### src/rtl/beverage_sequencer.sv
// beverage_sequencer: debounced front-panel drink sequencer with per-recipe stage masks
// Buttons are synchronised, debounced and edge-detected before reaching the IDLE/RUN/DONE FSM.
module beverage_sequencer #(
    parameter int NUM_RECIPES = 3,
    parameter int NUM_STAGES = 6,
    parameter int TICK_DIV = 4,
    parameter int DEBOUNCE_CYCLES = 3,
    parameter logic [4*NUM_STAGES-1:0] STAGE_TICKS = {6{4'd2}},
    parameter logic [NUM_RECIPES*NUM_STAGES-1:0] RECIPE_MASK = 18'b010101_101011_111111,
    parameter int DONE_TICKS = 4,
    localparam int RW = $clog2(NUM_RECIPES),
    localparam int SW = $clog2(NUM_STAGES + 1)
) (
    input  logic          clk,
    input  logic          reset,
    input  logic          next_n,
    input  logic          select_n,
    input  logic          cancel_n,
    output logic [RW-1:0] recipe,
    output logic [SW-1:0] stage,
    output logic          busy,
    output logic          done,
    output logic          abort
);
    localparam int DW = $clog2(DEBOUNCE_CYCLES + 1);
    localparam int TDW = TICK_DIV > 1 ? $clog2(TICK_DIV) : 1;
    localparam int TW = DONE_TICKS > 31 ? $clog2(DONE_TICKS + 1) : 5;
    typedef enum logic [1:0] {S_IDLE, S_RUN, S_DONE} state_t;
    state_t state;
    logic [2:0] sync1, sync2, level, ev;
    logic [2:0][DW-1:0] cnt;
    logic [TDW-1:0] tdiv;
    logic [TW-1:0] tcnt, limit;
    logic [NUM_STAGES-1:0] mask;
    logic [3:0] raw_ticks;
    logic tick, last, has_nxt;
    int sidx, nxt;
    // synchronisers idle high so a released button reads as not pressed out of reset
    always_ff @(posedge clk or posedge reset) begin
        if (reset) begin
            sync1 <= '1;
            sync2 <= '1;
            level <= '0;
            ev <= '0;
            cnt <= '0;
        end else begin
            sync1 <= {cancel_n, select_n, next_n};
            sync2 <= sync1;
            for (int i = 0; i < 3; i++) begin
                ev[i] <= 1'b0;
                if (~sync2[i] == level[i]) cnt[i] <= '0;
                else if (cnt[i] == DW'(DEBOUNCE_CYCLES - 1)) begin
                    cnt[i] <= '0;
                    level[i] <= ~level[i];
                    ev[i] <= ~level[i];
                end else cnt[i] <= cnt[i] + 1'b1;
            end
        end
    end
    always_comb begin
        mask = RECIPE_MASK[int'(recipe)*NUM_STAGES +: NUM_STAGES];
        sidx = stage == '0 ? 0 : int'(stage) - 1;
        raw_ticks = STAGE_TICKS[sidx*4 +: 4];
        limit = state == S_DONE ? TW'(DONE_TICKS) : TW'(raw_ticks == 4'd0 ? 4'd1 : raw_ticks);
        tick = tdiv == TDW'(TICK_DIV - 1);
        last = tick && tcnt == limit - TW'(1);
        nxt = 0;
        has_nxt = 1'b0;
        // lowest set stage at or above the 1-based stage value, i.e. strictly after the current one
        for (int j = NUM_STAGES - 1; j >= 0; j--) begin
            if (mask[j] && j >= int'(stage)) begin
                nxt = j;
                has_nxt = 1'b1;
            end
        end
    end
    always_ff @(posedge clk or posedge reset) begin
        if (reset) begin
            state <= S_IDLE;
            recipe <= '0;
            stage <= '0;
            busy <= 1'b0;
            done <= 1'b0;
            abort <= 1'b0;
            tdiv <= '0;
            tcnt <= '0;
        end else begin
            abort <= 1'b0;
            tdiv <= tick ? '0 : tdiv + 1'b1;
            tcnt <= tick ? tcnt + 1'b1 : tcnt;
            if (state == S_IDLE) begin
                if (ev[0]) recipe <= recipe == RW'(NUM_RECIPES - 1) ? '0 : recipe + 1'b1;
                if (ev[1]) begin
                    tdiv <= '0;
                    tcnt <= '0;
                    state <= has_nxt ? S_RUN : S_DONE;
                    busy <= has_nxt;
                    done <= ~has_nxt;
                    stage <= has_nxt ? SW'(nxt + 1) : '0;
                end
            end else if (state == S_RUN && ev[2]) begin
                state <= S_IDLE;
                busy <= 1'b0;
                stage <= '0;
                abort <= 1'b1;
                tdiv <= '0;
                tcnt <= '0;
            end else if (last) begin
                tdiv <= '0;
                tcnt <= '0;
                if (state == S_RUN && has_nxt) stage <= SW'(nxt + 1);
                else if (state == S_RUN) begin
                    state <= S_DONE;
                    busy <= 1'b0;
                    done <= 1'b1;
                    stage <= '0;
                end else begin
                    state <= S_IDLE;
                    done <= 1'b0;
                end
            end
        end
    end
endmodule

### config.mk
export PLATFORM = sky130hd
export DESIGN_NAME = beverage_sequencer
export DESIGN_NICKNAME = d
export VERILOG_FILES = /design/src/rtl/beverage_sequencer.sv
export SDC_FILE = /design/constraint.sdc
export NUM_CORES = 1
export LEC_CHECK = 0
export BUFFER_PORTS_ARGS = -buffer_cell sky130_fd_sc_hd__clkbuf_2
export CAP_MARGIN = 20
export CORE_ASPECT_RATIO = 0.5
export CORE_MARGIN = 5
export CORE_UTILIZATION = 60
export CTS_BUF_LIST = sky130_fd_sc_hd__clkbuf_8
export CTS_CLUSTER_SIZE = 28
export DETAILED_ROUTE_END_ITERATION = 16
export PLACE_DENSITY = 0.77
export SLEW_MARGIN = 20
export SYNTH_ARGS = -nofsm -noshare
export SYNTH_HDL_FRONTEND = slang
export SYNTH_SLANG_ARGS = --single-unit
### constraint.sdc
create_clock -name clk -period 2.5 [get_ports clk]
set_input_delay 0 -clock clk [delete_from_list [all_inputs] [get_ports clk]]
set_output_delay 0 -clock clk [all_outputs]
set_load 0.01 [all_outputs]
==> metrics.txt <==
# TYPE chip_impl_metric gauge
chip_impl_metric{name="p_per_area",unit="mW/mm^2"} 1120
chip_impl_metric{name="antenna_cells",unit=""} 0
chip_impl_info{name="hold_path_end",value="sync1[1]"} 1
chip_impl_metric{name="std_cell_rows",unit=""} 13
chip_impl_info{name="dominantRegCellSynth",value="dfrtp_1"} 1
chip_impl_metric{name="fin_setup_tns",unit="ns"} 0
chip_impl_info{name="mostFrequentLayoutCell",value="dfrtp_1"} 1
chip_impl_metric{name="grtUsageTotal",unit="%"} 16.1
chip_impl_metric{name="worst_setup_slack_for_register_to_register_paths",unit="ns"} 0.40
chip_impl_metric{name="switching_fraction",unit="%"} 37.1
chip_impl_metric{name="irDropWorstVdd",unit="mV"} 0.677
chip_impl_metric{name="final_wtd_congestion",unit=""} 0.769
chip_impl_info{name="kind_of_end_point_of_the_critical_path",value="flop"} 1
chip_impl_metric{name="post-cts-setup-buffers",unit=""} 0
chip_impl_metric{name="overflow",unit=""} 0
chip_impl_metric{name="detail_route.iter0.violations",unit=""} 52
chip_impl_info{name="cts.root.buffer_cell",value="clkbuf_8"} 1
chip_impl_metric{name="layout_worst_path_cycle_share",unit="%"} 84.1
chip_impl_metric{name="final-setup-viol-count",unit=""} 0
chip_impl_metric{name="dr.pass1.iters",unit=""} 4
chip_impl_metric{name="detail-route-antenna-nets",unit=""} 0
chip_impl_info{name="critPathKind",value="flop to flop"} 1
chip_impl_info{name="post-synth-top-area-cell",value="dfrtp_1"} 1
chip_impl_info{name="status",value="finished clean"} 1
chip_impl_metric{name="worst_max_slew_pin_slew",unit="ns"} 0.466
chip_impl_metric{name="synth_enable_flop_cells",unit=""} 0
chip_impl_metric{name="initial_utilization",unit="%"} 62.4
chip_impl_metric{name="power.share.clock",unit="%"} 18.5
chip_impl_metric{name="clock_sinks",unit=""} 35
chip_impl_metric{name="layout.area.seq",unit="sq um"} 883
chip_impl_metric{name="area_of_combinational_cells_with_multiple_inputs",unit="sq um"} 681
chip_impl_metric{name="worst_ep_arrival_time",unit="ns"} 2.27
chip_impl_metric{name="cts_inserted_buffers",unit=""} 5
chip_impl_info{name="commonest_cells_after_routing_fill_and_taps_aside",value="dfrtp_1 (29), nand2_1 (21), nor2_1 (18), clkbuf_2 (12), inv_1 (11)"} 1
chip_impl_metric{name="nNetsFinal",unit=""} 185
chip_impl_metric{name="routedWlPerCell",unit="microns"} 11.9
chip_impl_metric{name="drc",unit=""} 0
chip_impl_metric{name="num_vias",unit=""} 1119
chip_impl_info{name="worst_r2r_endpoint",value="state[0]"} 1
chip_impl_metric{name="drive_gt1_share",unit="%"} 20.9
chip_impl_metric{name="timing.clock.skew",unit="ns"} 0.00574
chip_impl_metric{name="maxSlewHeadroom",unit="%"} 68.9
chip_impl_metric{name="synth_cell_types",unit=""} 36
chip_impl_metric{name="post_drt_via_cell_ratio",unit=""} 5.23
chip_impl_metric{name="postSynthNetCount",unit=""} 164
chip_impl_metric{name="dp.final_hpwl",unit="mm"} 1.84
chip_impl_metric{name="synthCells",unit=""} 155
chip_impl_metric{name="synth_area_per_cell",unit="sq um"} 10.4
chip_impl_metric{name="critical_path.max_fanout",unit=""} 10
chip_impl_metric{name="die-height",unit="microns"} 46.7
chip_impl_info{name="rsz0062_at_grt",value="no"} 1
chip_impl_metric{name="maximum_number_of_pins_on_one_net_before_global_route_repair",unit=""} 36
chip_impl_metric{name="p_comb_share",unit="%"} 37.0
chip_impl_info{name="startpoint_kind_of_the_worst_setup_timing_path",value="flop"} 1
chip_impl_metric{name="final_report_max_slew_violation_count",unit=""} 0
chip_impl_metric{name="postSynthRegisterBits",unit=""} 35
chip_impl_metric{name="timing_hold_violations_final",unit=""} 0
chip_impl_metric{name="pwr-share-seq",unit="%"} 44.5
chip_impl_metric{name="synth_top_cell_area_share",unit="%"} 45.0
chip_impl_metric{name="drt_wl_total",unit="mm"} 2.54
chip_impl_metric{name="switchingPower",unit="uW"} 764
chip_impl_metric{name="maxCapViolations",unit=""} 0
chip_impl_info{name="clock_tree_from_tritoncts",value="yes"} 1
chip_impl_metric{name="synthToLayoutAreaGrowth",unit="%"} 14.2
chip_impl_metric{name="cts.reportedPaths.clkPinSlew",unit="ns"} 0.07
chip_impl_metric{name="fmaxAchievable",unit="MHz"} 476
chip_impl_metric{name="ys_seq_area_share",unit="%"} 54.8
chip_impl_metric{name="n_fill_cell",unit=""} 181
chip_impl_info{name="timing.critical_path.from",value="stage[1]"} 1
chip_impl_metric{name="post_syn_area",unit="sq mm"} 0.00161
chip_impl_info{name="synth_top_cells_by_area",value="dfrtp_1 (45%), dfstp_2 (9.8%), nand2_1 (4.9%)"} 1
chip_impl_metric{name="power",unit="mW"} 2.06
chip_impl_metric{name="chipWidth",unit="microns"} 83.3
chip_impl_metric{name="synthesis.yosys.warnings",unit=""} 0
chip_impl_metric{name="die_ar",unit="sq mm"} 0.00389
chip_impl_metric{name="power.leakage",unit="nW"} 0.853
chip_impl_metric{name="reg2regPathDepth",unit=""} 5
chip_impl_metric{name="critical_path_required",unit="ns"} 2.66
chip_impl_metric{name="cell_internal_pwr",unit="mW"} 1.30
chip_impl_metric{name="top_level_ports",unit=""} 13
chip_impl_metric{name="max-clock-path-buffers",unit=""} 2
chip_impl_metric{name="grt_antenna_before_repair",unit=""} 0
chip_impl_metric{name="min_delay_path_depth",unit=""} 2
chip_impl_metric{name="io_buffer_count",unit=""} 12
chip_impl_metric{name="clock_tree.htree_level_count",unit=""} 2
chip_impl_info{name="timing.hold.worst.start",value="select_n"} 1
chip_impl_info{name="regToRegStartpoint",value="stage[1]"} 1
chip_impl_metric{name="core",unit="sq mm"} 0.00259
chip_impl_metric{name="grt_pass1_wl",unit="mm"} 4.77
chip_impl_metric{name="insertion_delay",unit="ns"} 0.28
chip_impl_info{name="min_path_type",value="input pin to flop"} 1
chip_impl_metric{name="number_of_global_route_vias_before_repair",unit=""} 1106
chip_impl_metric{name="period_needed",unit="ns"} 2.10
chip_impl_metric{name="async_reset_ff_share",unit="%"} 100
## cell usage after synthesis, types with 2 or more instances
cell type	number
xor2_1	3
nand2_1	21
or2_2	3
mux2i_1	4
nand3_1	2
nor2_1	18
mux2_2	2
nand2b_1	2
a21oi_1	3
nand4_1	2
nor3b_1	2
clkbuf_1	3
and2_1	2
inv_1	10
a211oi_1	6
dfstp_2	6
o21ai_0	8
xnor2_1	3
o211ai_1	2
nor3_1	3
nor2b_1	2
dfrtp_1	29
o22a_2	2
o211a_1	2
ha_1	4
## sequential cells by signal, summed over array words and instances, names as in the netlist
name	count
tdiv	2
ev	3
abort	1
stage	3
state	2
tcnt	5
cnt	6
done	1
busy	1
sync2	3
sync1	3
level	3
recipe	2
## per-layer routing
metal,wire (microns),part of all wire [%],vias to the layer above,track usage [%]
li1,-,-,577,-
met1,1220,48,516,19.1
met2,1150,45,23,28.3
met3,152,6.0,3,5.36
met4,19,0.75,0,5.86
met5,0,0,-,0
## cell families after synthesis
group           count (synthesis)  synth area share (%)
buf+inv                        13                  3.03
flops                          35                  54.8
fa+ha+maj                       4                  3.10
compound gates                 28                  13.0
simple gates                   62                  18.1
xor+xnor                        6                  3.26
mux                             7                  4.81
## power by group through the flow
stage / clock network, mW / registers, mW / logic, mW
after global routing: 0.422 / 0.959 / 0.881
after global placement: 0 / 0.919 / 0.744
after CTS: 0.398 / 0.918 / 0.773
final: 0.381 / 0.919 / 0.763
after detailed placement: 0 / 0.928 / 0.767
after floorplan: 0 / 0.896 / 0.614
## per-stage QoR
step | hold slack (ns) | util [%] | instance area [sq um] | cells | worst slack [ns]
floorplan | 0.00448 | - | 1610 | 155 | 0.522
global placement | 0.0877 | 66.3 | 1720 | 202 | 0.419
CTS | 0.332 | 71.2 | 1840 | 214 | 0.397
global route | 0.348 | 71.2 | 1840 | 214 | 0.203
detailed placement | 0.0896 | 66.3 | 1720 | 202 | 0.410
finish | 0.347 | 71.2 | 1840 | 214 | 0.398
## layout make-up
| class | count | share of cell area, % |
|---|---|---|
| Multi-Input combinational cell | 107 | 37.0 |
| Timing Repair Buffer | 17 | 5.84 |
| Tap cell | 37 | 2.51 |
| Inverter | 10 | 2.04 |
| Sequential cell | 35 | 48.0 |
| Clock inverter | 3 | 0.951 |
| Clock buffer | 5 | 3.74 |
## critical path, cell delays in order, from the launching register on
cell and delay (ns):
dfrtp_1 0.45, or3b_1 0.41, a211oi_2 0.25, xnor2_1 0.14
o22ai_2 0.40, mux2_4 0.34
## how the worst max path moves through the flow
stage                     slack (ns)  endpoint  depth (start not counted)
after floorplan                 0.52  state[0]                          5
after global placement          0.42  state[0]                          5
after detailed placement        0.41  state[0]                          5
after CTS                       0.40  state[0]                          5
after global routing            0.20  stage[2]                         11
final                           0.40  state[0]                          5
## repair_timing
item / in CTS / in global routing
hold buffers: 4 / 0
endpoints found under the hold margin: 32 / 0
resized for setup: 0 / 0
setup endpoints to repair: 0 / 0
No activity file was read; power rests on OpenSTA's default activity.
